==> config.mk <==
export PLATFORM = sky130hd
export DESIGN_NAME = audio_adc_rx
export DESIGN_NICKNAME = d
export VERILOG_FILES = /design/src/rtl/audio_adc_rx.sv
export SDC_FILE = /design/constraint.sdc
export NUM_CORES = 1
export LEC_CHECK = 0
export ABC_AREA = 1
export CAP_MARGIN = 10
export CORE_UTILIZATION = 25
export DETAILED_ROUTE_END_ITERATION = 16
export HOLD_SLACK_MARGIN = 0.06
export PLACE_DENSITY = 0.47
export RECOVER_POWER = 100
export SETUP_SLACK_MARGIN = 0.3
export SYNTH_ARGS = -nofsm -noshare
export SYNTH_HDL_FRONTEND = slang
export SYNTH_SLANG_ARGS = --single-unit
==> constraint.sdc <==
create_clock -name iCLK -period 2.3 [get_ports iCLK]
set_input_delay 0.575 -clock iCLK [delete_from_list [all_inputs] [get_ports iCLK]]
set_output_delay 0.575 -clock iCLK [all_outputs]
set_load 0.02 [all_outputs]
==> src/rtl/audio_adc_rx.sv <==
// I2S receiver for the codec ADC: synchronizes BCK/LRCK/ADCDAT, deserializes stereo frames,
// and holds them on a one-deep valid/ready register. Define AUDIO_ADC_PEAK_EN for peak meters.
module audio_adc_rx #(
    parameter int DATA_WIDTH  = 16,
    parameter int SYNC_STAGES = 2
) (
    input  logic                  iCLK,
    input  logic                  iRST_N,
    input  logic                  iAUD_BCK,
    input  logic                  iAUD_LRCK,
    input  logic                  iAUD_ADCDAT,
    output logic [DATA_WIDTH-1:0] oLEFT,
    output logic [DATA_WIDTH-1:0] oRIGHT,
    output logic                  oVALID,
    input  logic                  iREADY,
    output logic                  oOVERRUN,
    input  logic                  iOVR_CLR
`ifdef AUDIO_ADC_PEAK_EN
    ,
    output logic [DATA_WIDTH-1:0] oPEAK_L,
    output logic [DATA_WIDTH-1:0] oPEAK_R,
    input  logic                  iPEAK_CLR
`endif
);

    localparam int CNT_W = $clog2(DATA_WIDTH + 1);

    typedef enum logic [1:0] {IDLE, SKIP, SHIFT, HOLD} state_t;

    logic [SYNC_STAGES-1:0] bck_sync, lrck_sync, dat_sync;
    logic                   bck_prev, lrck_prev;
    logic                   bck_s, lrck_s, dat_s;
    logic                   bck_rise, lrck_edge, lrck_fall;

    state_t                 state;
    logic [DATA_WIDTH-1:0]  shift_reg;
    logic [DATA_WIDTH-1:0]  justified;
    logic [CNT_W-1:0]       bit_cnt;
    logic [DATA_WIDTH-1:0]  left_lat, right_lat;
    logic                   in_right;
    logic                   frame_done;

    // Identical chains keep the three I2S lines aligned with each other.
    always_ff @(posedge iCLK or negedge iRST_N) begin
        if (!iRST_N) begin
            bck_sync  <= '0;
            lrck_sync <= '0;
            dat_sync  <= '0;
            bck_prev  <= 1'b0;
            lrck_prev <= 1'b0;
        end else begin
            bck_sync  <= {bck_sync[SYNC_STAGES-2:0], iAUD_BCK};
            lrck_sync <= {lrck_sync[SYNC_STAGES-2:0], iAUD_LRCK};
            dat_sync  <= {dat_sync[SYNC_STAGES-2:0], iAUD_ADCDAT};
            bck_prev  <= bck_sync[SYNC_STAGES-1];
            lrck_prev <= lrck_sync[SYNC_STAGES-1];
        end
    end

    assign bck_s     = bck_sync[SYNC_STAGES-1];
    assign lrck_s    = lrck_sync[SYNC_STAGES-1];
    assign dat_s     = dat_sync[SYNC_STAGES-1];
    assign bck_rise  = bck_s & ~bck_prev;
    assign lrck_edge = lrck_s ^ lrck_prev;
    assign lrck_fall = lrck_edge & ~lrck_s;

    // Short words end up left-justified; an empty channel shifts out to zero.
    always_comb begin
        justified = shift_reg << (DATA_WIDTH - int'(bit_cnt));
    end

    always_ff @(posedge iCLK or negedge iRST_N) begin
        if (!iRST_N) begin
            state      <= IDLE;
            shift_reg  <= '0;
            bit_cnt    <= '0;
            left_lat   <= '0;
            right_lat  <= '0;
            in_right   <= 1'b0;
            frame_done <= 1'b0;
        end else begin
            frame_done <= 1'b0;
            if (state == IDLE) begin
                if (lrck_fall) begin
                    state     <= SKIP;
                    shift_reg <= '0;
                    bit_cnt   <= '0;
                    in_right  <= 1'b0;
                end
            end else if (lrck_edge) begin
                if (lrck_prev)
                    right_lat <= justified;
                else
                    left_lat  <= justified;
                frame_done <= lrck_fall & in_right;
                in_right   <= lrck_s;
                shift_reg  <= '0;
                bit_cnt    <= '0;
                state      <= SKIP;
            end else if (bck_rise) begin
                case (state)
                    SKIP:  state <= SHIFT;
                    SHIFT: begin
                        shift_reg <= {shift_reg[DATA_WIDTH-2:0], dat_s};
                        bit_cnt   <= bit_cnt + 1'b1;
                        if (bit_cnt == CNT_W'(DATA_WIDTH - 1))
                            state <= HOLD;
                    end
                    default: ;
                endcase
            end
        end
    end

    // A completing frame always loads; it only counts as an overrun if the held one was not taken.
    always_ff @(posedge iCLK or negedge iRST_N) begin
        if (!iRST_N) begin
            oLEFT    <= '0;
            oRIGHT   <= '0;
            oVALID   <= 1'b0;
            oOVERRUN <= 1'b0;
        end else begin
            if (frame_done) begin
                oLEFT  <= left_lat;
                oRIGHT <= right_lat;
                oVALID <= 1'b1;
            end else if (oVALID && iREADY) begin
                oVALID <= 1'b0;
            end
            if (frame_done && oVALID && !iREADY)
                oOVERRUN <= 1'b1;
            else if (iOVR_CLR)
                oOVERRUN <= 1'b0;
        end
    end

`ifdef AUDIO_ADC_PEAK_EN
    function automatic logic [DATA_WIDTH-1:0] mag(input logic [DATA_WIDTH-1:0] s);
        return s[DATA_WIDTH-1] ? (~s + DATA_WIDTH'(1)) : s;
    endfunction

    always_ff @(posedge iCLK or negedge iRST_N) begin
        if (!iRST_N) begin
            oPEAK_L <= '0;
            oPEAK_R <= '0;
        end else if (frame_done) begin
            if (iPEAK_CLR || mag(left_lat) > oPEAK_L)
                oPEAK_L <= mag(left_lat);
            if (iPEAK_CLR || mag(right_lat) > oPEAK_R)
                oPEAK_R <= mag(right_lat);
        end else if (iPEAK_CLR) begin
            oPEAK_L <= '0;
            oPEAK_R <= '0;
        end
    end
`endif

endmodule

# Word-level counts from Yosys, hierarchy flattened
# Cells that the tools add are included.
# word_totals
ff_bits	99
inputBits	7
out_inout_bits	34
# op_classes
add_sub_neg	2
n_eq_ne	5
shifts	1
muxes	25
bitwise	8
n_reduce_logical	16
# ops
operator	n
16-bit 2-to-1 mux	5
16-bit by 32-bit left shift with 16-bit output	1
5-bit 2-to-1 mux	5
2-bit 2-to-1 mux	5
1-bit 2-to-1 mux	9
3-bit AND reduction	3
2-bit nonzero test	3
3-bit nonzero test	2
5-bit by 5-bit subtractor with 6-bit output (first input constant)	1
5-bit by 1-bit adder with 5-bit output (second input constant)	1
5-bit by 4-bit equality test with 1-bit output (second input constant)	1
4-bit inequality test (second input constant)	1
1-bit inverter	4
2-bit case mux with 2 select lines	1
4-bit AND reduction	1
4-bit nonzero test	1
1-bit bitwise AND	3
1-bit logical AND	3
2-bit by 1-bit equality test with 1-bit output (second input constant)	1
2-bit equality test (second input constant)	1
2-bit logical NOT	1
2-bit inequality test (second input constant)	1
2-bit AND reduction	1
1-bit logical NOT	1
1-bit XOR	1

# Logic depth before layout (Yosys ltp)
# Gate-level depths: netlist of run 1.
# logic_depth
ltp_word	6
depth_mapped	12
ltp_nobuf	11

# Worst setup path after synthesis of run 1
# OpenSTA, ideal clock, no wires.
# synth_timing
path_kind	register to register
startpoint	register bit_cnt[0]
endpoint	register left_lat[8]
setup_ns	0.066
arrival_ns	1.904
required_ns	2.234
setup_slack_ns	0.330
path_stages_with_launch	12
period_less_slack_ns	1.970
path_cell_list	dfrtp_1 -> inv_2 -> buf_2 -> ha_1 -> clkinv_1 -> buf_2 -> nand4_2 -> nor2_1 -> nor2_1 -> nor2_1 -> nand3_1 -> nand2_1
# synth_via
elab_chain_cells	2
# synth_rtl
element	line	source
from (decl)	38	logic [CNT_W-1:0] bit_cnt;
from (signal assigned)	105	bit_cnt <= bit_cnt + 1'b1;
5-bit by 5-bit subtractor with 6-bit output	69	justified = shift_reg << (DATA_WIDTH - int'(bit_cnt));
16-bit by 32-bit left shift with 16-bit output	69	
to (signal assigned)	94	left_lat <= justified;
to (decl)	39	logic [DATA_WIDTH-1:0] left_lat, right_lat;
# No other way between the ends.
# A chain may end at the register's enable or synchronous reset.

# Worst setup path in the final report of run 1
# layout_timing
startpoint	register bit_cnt[0]
endpoint	register left_lat[1]
# Same word-level chain as after synthesis.

==> qor.csv, run 1 <==
metric;value;unit
status;complete, no violations;
layout cell share with drive strength beyond 1;0.0772;
H-tree levels;3;
num rows;48;
post-route setup TNS;0;ps
min-delay worst type;reg2reg;
critical path endpoint category;flip-flop;
Avg Inst Size Synth;8.43;um^2
first-pass GRT wire length;17800;um
Hold Buf Count CTS;0;
total core area;0.0175;mm^2
Yosys warning count;0;
Max transition margin;0.276;
Root Buffer;clkbuf_16;
Worst EP arrival;2250;ps
antenna diode count;0;
final hold vios;0;
Max Cap Viol;0;
drt pass-1 iters;4;
Slowest Stage Delay on Critical Path;380;ps
die extent in y;137;um
switching share of power;0.268;
PwrDens;751;mW/mm^2
fillcell total;1875;
leakage;0.00277;uW
grt ovf;0;
die area;0.0187;mm^2
unrepaired setup endpoints after global routing;true;
Seq pwr share;0.438;
final worst-path cycle share;0.865;
clock network power share;0.413;
number of remaining DRC errors;0;
cell internal pwr;3040;uW
largest net degree at the start of global routing;46;
initial antenna violation count;0;
Clock Skew;9.60;ps
Synth async-reset ratio;1.00;
kind of critical path;reg2reg;
io pins;41;
FMAX;0.502;GHz
post-route insts no fill;808;
Synth area leaders;dfrtp_1 55%, nand2_1 16%, nand3_1 7.7%;
Post-synth top cells;193 x nand2_1, 99 x dfrtp_1, 70 x nand3_1, 43 x inv_1, 26 x o21ai_0;
Final #Nets;591;
die width;137;um
CP Launch Type;flip-flop;
Via density;4.45;
cell total after placement;790;
total CTS buffers;9;
Max clock buf depth;2;
top-count cell post-synth;nand2_1;
Total GRT Usage;0.123;
master of the slowest instance on the critical path;dfrtp_1;
min Tclk post-route;1990;ps
antenna viol nets, final;0;
Clock transition at path regs;60;ps
vias in the first global route;3605;
number of synthesized flops with an enable pin;0;
Netlist cell types;33;
Syn-to-layout area delta;21.9;%
Buf+Inv Stages, Crit Path;3;
CTS sink cnt;99;
Crit path max-delay family;simple AND/OR/NAND/NOR gates;
vias;3597;
Netlist Area Pre-Place;0.00453;mm^2
Critical Path Fanout Max;16;
Tightest Pin Transition;1090;ps
# port buffers;40;
WL final;10400;um
most used cell, CP;nand2_2;
maximum VDD drop;376;uV
Combinational Power Share;0.149;
flops & latches, synth;99;
sequential share of the synthesized area;0.547;
CP required;2560;ps
drt wl/cell;12.9;um
Clk Latency, worst-skew pair;350;ps
CP cell instances;inv_2, buf_4, nand3_1, nand2_2, nand2_2, inv_1, nand4_1, o21ai_0;
Iteration-0 DRC Markers;166;
number of max-slew violations in the final report;0;
Post-Syn Instances;537;
# setup viols final;0;
P_sw;1110;uW
routability cong.;0.865;
top_reg_cell synth;dfrtp_1;
initial core utilization;0.259;
HPWL after DPL;7630;um
reg-to-reg slack, setup;310;ps
Yosys top cell by area;dfrtp_1;
syn_nets;550;
CTS tree;done;
Synth top area share;0.547;
## stage by stage
step	total power [uW]	instance area (um^2)	setup WS (ps)	util	hold slack (ps)
after detailed placement	2460	5180	290	0.296	339
after global placement	2450	5180	324	0.296	332
after global routing	4350	5520	171	0.316	357
final	4150	5520	309	0.316	352
after CTS	4220	5520	366	0.316	243
after floorplan	2270	4530	330	-	279
## final timing paths
path,startpoint,end,cells past startpoint
worst max-delay path,bit_cnt[0]$_DFFE_PN0P_,left_lat[1]$_DFFE_PN0P_,8
worst min-delay path,dat_sync[0]$_DFF_PN0_,dat_sync[1]$_DFF_PN0_,0
min in group asynchronous,iRST_N,left_lat[10]$_DFFE_PN0P_,1
max in group asynchronous,iRST_N,lrck_prev$_DFF_PN0_,2
worst max register to register,bit_cnt[0]$_DFFE_PN0P_,left_lat[1]$_DFFE_PN0P_,8
worst min register to register,dat_sync[0]$_DFF_PN0_,dat_sync[1]$_DFF_PN0_,0
## cells in the final DEF (no fill, tap or decap), types with 9 or more instances in the layout
master / instances
o21ai_0: 28
dfrtp_1: 99
o22ai_1: 17
inv_1: 43
nand2_1: 192
a21oi_1: 12
clkbuf_16: 9
nand3_1: 72
dlygate4sd3_1: 37
nor2_1: 13
## logic make-up after synthesis
kind of cell               count (synthesis)  synth area share
adders and majority gates                  6            0.0166
and+or+nand+nor                          295             0.283
buffers and inverters                     70            0.0663
xor gates and xnor gates                   2           0.00718
DFF                                       99             0.547
AOI/OAI and AO/OA                         65            0.0804
## area by class of cell
class	count	area, um^2	area share
Tap cell	225	282	0.0510
Multi-Input combinational cell	368	1740	0.316
Sequential cell	99	2480	0.449
Inverter	48	186	0.0338
Clock inverter	5	108	0.0195
Clock buffer	11	233	0.0422
Timing Repair Buffer	52	489	0.0886
## routing by layer
layer,share of wire,track usage,wire [um],vias to the layer above
li1,-,-,-,1826
met4,0.028,0.0617,287,0
met2,0.45,0.187,4680,60
met3,0.035,0.0311,360,20
met1,0.49,0.160,5100,1691
met5,0,0,0,-
## what timing repair did
item                                    CTS  global route
cloned                                    0             0
pin swaps                                 0             0
buffers inserted                          0             2
resized for setup                         2             2
endpoints found under the setup margin   11            20
endpoints found under the hold margin     0             0
## power groups by stage
stage	clock [uW]	combinational (uW)	sequential (uW)
final	1710	618	1820
after floorplan	0	426	1840
after CTS	1780	615	1820
after global placement	0	603	1850
after detailed placement	0	609	1850
after global routing	1830	694	1820
Power figures use the tool's default switching activity.
==> run 2: changes to the inputs <==
--- a/config.mk
+++ b/config.mk
@@ -9,6 +9,7 @@
 export CAP_MARGIN = 10
 export CORE_UTILIZATION = 25
 export DETAILED_ROUTE_END_ITERATION = 16
+export GPL_TIMING_DRIVEN = 0
 export HOLD_SLACK_MARGIN = 0.06
 export PLACE_DENSITY = 0.47
 export RECOVER_POWER = 100
==> qor.csv, run 2 (synthesized netlist as in run 1, its figures left out) <==
metric;value;unit;change
vias in the first global route;3700;;was 3605
die extent in y;137;um;unchanged
vias;3699;;was 3597
post-route setup TNS;0;ps;unchanged
Final #Nets;611;;was 591
# port buffers;40;;unchanged
antenna diode count;0;;unchanged
Total GRT Usage;0.125;;was 0.123
first-pass GRT wire length;18000;um;was 17800 um
num rows;48;;unchanged
CTS tree;done;;unchanged
most common cell after layout, fill and taps aside;nand2_1;;unchanged
Buf+Inv Stages, Crit Path;1;;was 3
H-tree levels;3;;unchanged
Max Cap Viol;0;;unchanged
Iteration-0 DRC Markers;159;;was 166
Hold Buf Count CTS;0;;unchanged
die area;0.0187;mm^2;unchanged
master of the slowest instance on the critical path;dlygate4sd3_1;;was dfrtp_1
critical path endpoint category;primary output;;was flip-flop
CTS sink cnt;99;;unchanged
largest net degree at the start of global routing;57;;was 46
PwrDens;706;mW/mm^2;was 751 mW/mm^2
Worst EP arrival;1400;ps;was 2250 ps
CP required;1730;ps;was 2560 ps
io pins;41;;unchanged
final worst-path cycle share;0.857;;was 0.865
Root Buffer;clkbuf_16;;unchanged
Finished Core Util;0.325;;was 0.316
reg-to-reg slack, setup;350;ps;was 310 ps
unrepaired setup endpoints after global routing;true;;unchanged
Clock Skew;8.90;ps;was 9.60 ps
hold depth;0;;unchanged
Clock transition at path regs;70;ps;was 60 ps
kind of critical path;reg2out;;was reg2reg
Max clock buf depth;2;;unchanged
grt ovf;0;;unchanged
Slowest Stage Delay on Critical Path;660;ps;was 380 ps
Hold Path Sink;bck_sync[1]$_DFF_PN0_;;was dat_sync[1]$_DFF_PN0_
Clk Latency, worst-skew pair;340;ps;was 350 ps
CP Launch Type;flip-flop;;unchanged
min-delay worst type;reg2reg;;unchanged
leakage;0.00285;uW;was 0.00277 uW
die width;137;um;unchanged
Tightest Pin Transition;1170;ps;was 1090 ps
status;complete, no violations;;unchanged
worst hold margin;349;ps;was 352 ps
number of max-slew violations in the final report;0;;unchanged
worst r2r src;bit_cnt[0]$_DFFE_PN0P_;;unchanged
# setup viols final;0;;unchanged
final hold vios;0;;unchanged
Max transition margin;0.220;;was 0.276
maximum VDD drop;318;uV;was 376 uV
worst reg2reg path depth;9;;was 8
most frequent cells in the layout;194 x nand2_1, 99 x dfrtp_1, 70 x nand3_1;;was 192 x nand2_1, 99 x dfrtp_1, 72 x nand3_1
FMAX;0.507;GHz;was 0.502 GHz
initial core utilization;0.259;;unchanged
total core area;0.0175;mm^2;unchanged
routability cong.;0.815;;was 0.865
Syn-to-layout area delta;25.5;%;was 21.9%
CP cell instances;dlygate4sd3_1;;was inv_2, buf_4, nand3_1, nand2_2, nand2_2, inv_1, nand4_1, o21ai_0
HPWL after DPL;8010;um;was 7630 um
Critical Path Fanout Max;2;;was 16
drt pass-1 iters;4;;unchanged
number of remaining DRC errors;0;;unchanged
Crit path max-delay family;buffers and inverters;;was simple AND/OR/NAND/NOR gates
Via density;4.47;;was 4.45
HP Start;bck_sync[0]$_DFF_PN0_;;was dat_sync[0]$_DFF_PN0_
reg2reg end;left_lat[1]$_DFFE_PN0P_;;unchanged
total CTS buffers;9;;unchanged
WL final;10600;um;was 10400 um
drt wl/cell;12.8;um;was 12.9 um
initial antenna violation count;0;;unchanged
antenna viol nets, final;0;;unchanged
layout cell share with drive strength beyond 1;0.106;;was 0.0772
min Tclk post-route;1970;ps;was 1990 ps
[run 2: metal layers]
layer,GRT usage,share of wire
met1,0.161,0.49
met2,0.200,0.46
met3,0.0289,0.033
met4,0.0549,0.022
met5,0,0
[run 2: worst max path at each step]
stage	from	endpoint	slack [ps]	cells past startpoint
after floorplan	bit_cnt[0]$_DFFE_PN0P_	left_lat[8]$_DFFE_PN0P_	330	11
after global placement	iRST_N	oLEFT[1]$_DFFE_PN0P_	-3100	1
after detailed placement	bit_cnt[0]$_DFFE_PN0P_	right_lat[8]$_DFFE_PN0P_	-220	11
after CTS	bit_cnt[0]$_DFFE_PN0P_	left_lat[13]$_DFFE_PN0P_	310	11
after global routing	bit_cnt[0]$_DFFE_PN0P_	right_lat[1]$_DFFE_PN0P_	140	9
final	oRIGHT[6]$_DFFE_PN0P_	oRIGHT[6]	330	1
[run 2: layout make-up]
class | instances | area [um^2]
Buffer | 22 | 144
Clock buffer | 10 | 229
Clock inverter | 6 | 76.3
Fill cell | 1844 | 11800
Inverter | 48 | 195
Multi-Input combinational cell | 368 | 1770
Sequential cell | 99 | 2480
Tap cell | 225 | 282
Timing Repair Buffer | 50 | 512
[run 2: repair_timing]
action / CTS / global route
endpoints found under the setup margin: 33 / 35
setup buffers: 2 / 7
resized for setup: 13 / 17
pin swaps: 0 / 4
[run 2: where the power goes]
| group | internal, uW | leakage (uW) | total, uW | switching [uW] |
|---|---|---|---|---|
| clock network | 856 | 0.000146 | 1520 | 659 |
| registers | 1790 | 0.00136 | 1810 | 24.5 |
| logic | 218 | 0.00134 | 689 | 471 |
[run 2: stage by stage]
stage               total power, uW  area, um^2  cells  worst slack (ps)
floorplan                      2270        4530    537               330
global placement               2460        5210    802             -3100
detailed placement             2480        5240    803              -224
CTS                            4050        5590    821               312
global route                   4240        5680    828               143
finish                         4010        5680    828               329
